### src/rtl/mips_mem_arbiter.sv
// rtl/mips_mem_arbiter.sv - IF/MEM arbiter for a single-ported unified memory
// MEM wins ties until STARVE_MAX consecutive MEM grants have passed a waiting IF.
module mips_mem_arbiter #(
  parameter int ADDR_W     = 32,
  parameter int DATA_W     = 32,
  parameter int STARVE_MAX = 4
) (
  input  logic                clk,
  input  logic                reset,
  input  logic                if_req,
  input  logic [ADDR_W-1:0]   if_addr,
  output logic [DATA_W-1:0]   if_rdata,
  output logic                if_done,
  input  logic                dm_req,
  input  logic                dm_we,
  input  logic [ADDR_W-1:0]   dm_addr,
  input  logic [DATA_W-1:0]   dm_wdata,
  input  logic [DATA_W/8-1:0] dm_be,
  output logic [DATA_W-1:0]   dm_rdata,
  output logic                dm_done,
  output logic                mem_req,
  output logic                mem_we,
  output logic [ADDR_W-1:0]   mem_addr,
  output logic [DATA_W-1:0]   mem_wdata,
  output logic [DATA_W/8-1:0] mem_be,
  input  logic [DATA_W-1:0]   mem_rdata,
  input  logic                mem_ack,
  output logic                pipe_stall,
  output logic                busy
);
  localparam int SW = $clog2(STARVE_MAX + 1);
  localparam logic [SW-1:0] STREAK_MAX = SW'(STARVE_MAX);

  typedef enum logic [1:0] {IDLE, GNT_I, GNT_D, RESP} state_t;

  state_t        state, state_nxt;
  logic [SW-1:0] streak, streak_nxt;
  logic          grant_i, grant_d, ack_i, ack_d;

  always_ff @(posedge clk) begin
    if (!reset) begin
      state  <= IDLE;
      streak <= '0;
    end else begin
      state  <= state_nxt;
      streak <= streak_nxt;
    end
  end

  // streak only counts MEM grants that overtook a waiting IF
  always_comb begin
    state_nxt  = state;
    streak_nxt = streak;
    grant_i    = 1'b0;
    grant_d    = 1'b0;
    ack_i      = 1'b0;
    ack_d      = 1'b0;
    case (state)
      IDLE: begin
        if (dm_req && (!if_req || streak < STREAK_MAX)) begin
          grant_d   = 1'b1;
          state_nxt = GNT_D;
        end else if (if_req) begin
          grant_i   = 1'b1;
          state_nxt = GNT_I;
        end
        if (!if_req || grant_i) begin
          streak_nxt = '0;
        end else if (grant_d) begin
          streak_nxt = streak + 1'b1;
        end
      end
      GNT_I: begin
        if (mem_ack) begin
          ack_i     = 1'b1;
          state_nxt = RESP;
        end
      end
      GNT_D: begin
        if (mem_ack) begin
          ack_d     = 1'b1;
          state_nxt = RESP;
        end
      end
      RESP:    state_nxt = IDLE;
      default: state_nxt = IDLE;
    endcase
  end

  always_ff @(posedge clk) begin
    if (!reset) begin
      mem_req   <= 1'b0;
      mem_we    <= 1'b0;
      mem_addr  <= '0;
      mem_wdata <= '0;
      mem_be    <= '0;
      if_rdata  <= '0;
      dm_rdata  <= '0;
      if_done   <= 1'b0;
      dm_done   <= 1'b0;
    end else begin
      if_done <= ack_i;
      dm_done <= ack_d;
      if (grant_d) begin
        mem_req   <= 1'b1;
        mem_we    <= dm_we;
        mem_addr  <= dm_addr;
        mem_wdata <= dm_wdata;
        mem_be    <= dm_be;
      end else if (grant_i) begin
        mem_req   <= 1'b1;
        mem_we    <= 1'b0;
        mem_addr  <= if_addr;
        mem_wdata <= '0;
        mem_be    <= '1;
      end
      if (ack_i || ack_d) begin
        mem_req <= 1'b0;
      end
      if (ack_i) begin
        if_rdata <= mem_rdata;
      end
      // stores leave the last load value visible to the MEM stage
      if (ack_d && !mem_we) begin
        dm_rdata <= mem_rdata;
      end
    end
  end

  assign pipe_stall = (if_req & ~if_done) | (dm_req & ~dm_done);
  assign busy       = (state != IDLE);

endmodule

### config.mk
export PLATFORM = sky130hd
export DESIGN_NAME = mips_mem_arbiter
export DESIGN_NICKNAME = d
export VERILOG_FILES = /design/src/rtl/mips_mem_arbiter.sv
export SDC_FILE = /design/constraint.sdc
export NUM_CORES = 1
export LEC_CHECK = 0
export CAP_MARGIN = 40
export CORE_MARGIN = 3
export CORE_UTILIZATION = 30
export CTS_CLUSTER_SIZE = 14
export DETAILED_ROUTE_END_ITERATION = 8
export PLACE_DENSITY = 0.72
export SLEW_MARGIN = 30
export SYNTH_ARGS = -nofsm -noshare
export SYNTH_HDL_FRONTEND = slang
export SYNTH_SLANG_ARGS = --single-unit
export TNS_END_PERCENT = 30
### constraint.sdc
create_clock -name clk -period 1.53 [get_ports clk]
set_input_delay 0.306 -clock clk [delete_from_list [all_inputs] [get_ports clk]]
set_output_delay 0.306 -clock clk [all_outputs]
set_load 0.02 [all_outputs]
==> flow_summary.yaml <==
timing:
  clock_skew_ns: 0.00806
  setup_tns_ns: -0.00780
  tightest_slew_ns: 0.443
  period_minus_slack_ns: 1.54
  setup_violations: 1
  relSlewSlack_pct: 70.4
  drv_slew: 0
  finalHoldViolations: 0
  fmax_mhz: 650
  fin_ws_ns: -0.00780
  rsz0062_at_grt: "yes"
  finalCritPeriodShare_pct: 101
power_and_ir_drop:
  ir_worst_vdd_mv: 0.826
  powerDensity_nw_per_um2: 1620
  power_w: 0.0139
  leakagePower_nw: 4.03
yosys:
  synth_warnings: 0
  syn-instance-count: 463
  syn_nets: 606
  synth-seq-cells: 141
  seq_area_frac_synth_pct: 55.5
  ys_types: 37
  synth_area_um2: 5080
  avgSynthCellArea_um2: 11.0
layout:
  n_antenna_cell: 0
  fillers: 1488
  multi_input_area_um2: 2010
  regArea_um2: 2830
  layout-drive-gt1-share_pct: 10.8
  nets: 882
  final_cells: 968
  syn_to_final_growth_pct: 69.3
route:
  dr.pass1.iters: 9
  drt-total-wl_um: 17800
  vias_per_cell: 5.01
  drt_iter0_drc: 225
  vias: 4845
  drtAntennaViolNets: 0
  post_drt_wl_per_cell_um: 18.3
  drc: 0
global_routing:
  grt_max_degree: 41
  grt_pass1_vias: 5033
  overflow: 0
  grt_antenna_before_repair: 1
  grtUsageTotal_pct: 18.3
  grt_first_pass_wirelength_um: 26600
place:
  pre_cts_ws_ns: -0.472
  dp_hpwl_um: 12600
  io_buffers: 275
  dp.cells: 934
  gp_congestion: 0.787
floorplan:
  num_rows: 46
  start_util_pct: 31.3
  die_x_um: 136
  io_pins: 276
  coreArea_um2: 16200
  die_y_um: 136
  dieArea_um2: 18500
worst_setup_path:
  critPathLaunchType: "flop"
  reg2reg_to: "mem_addr[23]$_SDFFE_PN0P_"
  crit_start: "state[0]$_SDFFE_PN0P_"
  crit_required_ns: 1.22
  end_kind: "output pin"
  worstRegToRegCells: 7
  reg2reg_slack_ns: 0.08
  critPathMaxFanout: 6
  cp.arrival_ns: 1.23
  reg2reg_from: "state[0]$_SDFFE_PN0P_"
  critPathKind: "flop to output pin"
outcome:
  status: "complete, but fails checks"
  violations: "negative setup slack"
clock_network:
  ctsHoldBuffers: 0
  path_clk_slew_ns: 0.06
  clock_tree.buffer_depth: 2
  clockRootBuffer: "clkbuf_16"
  cts_tree: "done"
  htree_levels: 4
  clock-sinks: 141
  cts_buffers: 17
  insertion_delay_ns: 0.41
min_path:
  min_to: "dm_rdata[28]$_SDFFE_PN0P_"
  min_path_cells: 2
  hp-class: "flop to flop"
  hp-start: "dm_rdata[28]$_SDFFE_PN0P_"
run:
  cap_violations: 0
[logic make-up (layout without fill, tap and decap cells)]
group | after synthesis | in the layout | synth area share (%)
AOI/OAI and AO/OA | 177 | 177 | 29.4
adders and majority gates | 5 | 5 | 1.23
buffers and inverters | 52 | 340 | 5.96
DFF | 141 | 141 | 55.5
muxes | 1 | 1 | 0.197
and+or+nand+nor | 87 | 88 | 7.63
[registers in the layout, indices dropped and copies added (netlist names)]
signal	count
state	2
dm_done	1
mem_req	1
if_rdata	32
mem_addr	32
if_done	1
dm_rdata	32
mem_be	4
mem_we	1
mem_wdata	32
streak	3
[report_power, final]
part           internal [W]  switching [W]  leakage [nW]  total, W
logic               0.00246        0.00279          2.60   0.00525
clock network       0.00232        0.00158         0.279   0.00391
registers           0.00441       0.000374          1.15   0.00479
[repair_timing]
item,in CTS,in global routing
resized for setup,154,9
gates cloned,0,1
setup endpoints to repair,204,106
buffers inserted,1,0
pin swaps,8,3
hold endpoints to repair,0,0
[critical path: stages, from the launching register on]
cell and delay, ns:
dfxtp_2 0.33, inv_2 0.05, ha_4 0.16, buf_6 0.13, inv_4 0.05, buf_6 0.11
[final cells by class]
| type | count | share of cell area [%] |
|---|---|---|
| repair buffers | 302 | 33.8 |
| inverters | 6 | 0.291 |
| clock inverters | 13 | 1.32 |
| flip-flops and latches | 141 | 32.8 |
| multi-input cells | 271 | 23.4 |
| clock buffers | 19 | 5.26 |
| well taps | 216 | 3.14 |
[Yosys cell counts]
| library cell | n | area share (%) |
|---|---|---|
| o221a_1 | 4 | 0.89 |
| and3b_1 | 1 | 0.17 |
| a31o_2 | 1 | 0.17 |
| buf_1 | 3 | 0.22 |
| nor2b_1 | 2 | 0.25 |
| inv_2 | 1 | 0.074 |
| and3_1 | 2 | 0.25 |
| o211a_1 | 33 | 6.5 |
| nand2_2 | 1 | 0.12 |
| clkbuf_1 | 16 | 1.2 |
| buf_6 | 11 | 2.4 |
| o22ai_1 | 1 | 0.12 |
| nand4b_1 | 1 | 0.17 |
| a2111oi_0 | 1 | 0.17 |
| buf_2 | 14 | 1.4 |
| inv_1 | 5 | 0.37 |
| nand4_1 | 2 | 0.25 |
| buf_4 | 2 | 0.30 |
| o21ai_0 | 1 | 0.098 |
| nand3b_1 | 1 | 0.15 |
| a21oi_1 | 36 | 3.5 |
| o32a_1 | 32 | 6.3 |
| nand2b_1 | 3 | 0.37 |
| o21a_1 | 1 | 0.15 |
| and4_1 | 1 | 0.17 |
| nor2b_4 | 1 | 0.27 |
| nand3_1 | 1 | 0.098 |
| a31oi_1 | 1 | 0.12 |
| a22o_1 | 65 | 11 |
| nor2_2 | 1 | 0.12 |
| nor3b_1 | 1 | 0.15 |
| nor2_1 | 2 | 0.15 |
| nand2_1 | 67 | 4.9 |
| mux2i_1 | 1 | 0.20 |
| a21oi_2 | 1 | 0.17 |
| dfxtp_1 | 141 | 56 |
| ha_1 | 5 | 1.2 |
[per-stage QoR]
stage	util [%]	instance area (µm²)	hold WS, ns
CTS	52.8	8570	0.453
global placement	50.0	8120	0.443
global route	53.0	8610	0.475
detailed placement	50.0	8120	0.447
floorplan	-	5080	0.432
finish	53.0	8610	0.451
[routing by layer]
layer	vias up	routed length, µm	global-route usage, %
li1	2288	-	-
met1	2311	6970	20.3
met2	204	9060	32.0
met3	40	1160	5.74
met4	2	554	8.17
met5	-	7	0
[worst max path at each step]
stage,to,cells past startpoint
after global routing,busy,5
after CTS,busy,5
after detailed placement,mem_wdata[15]$_SDFFE_PN0P_,5
after floorplan,mem_addr[10]$_SDFFE_PN0P_,6
final,busy,5
after global placement,mem_wdata[30]$_SDFFE_PN0P_,4
[layout by cell type (no fill, tap or decap), types with 3 or more instances in the layout]
cell type        count
a22o_1              65
o211a_1             33
clkinv_4             3
nand2_1             66
clkinv_2             5
clkdlybuf4s50_1    135
a21oi_1             36
inv_2                3
dlygate4sd2_1      138
nand2b_1             3
buf_4               14
o221a_1              4
buf_12               8
buf_6                6
clkbuf_16           17
o32a_1              32
dfxtp_1            139
(Power assumes the default switching activity.)
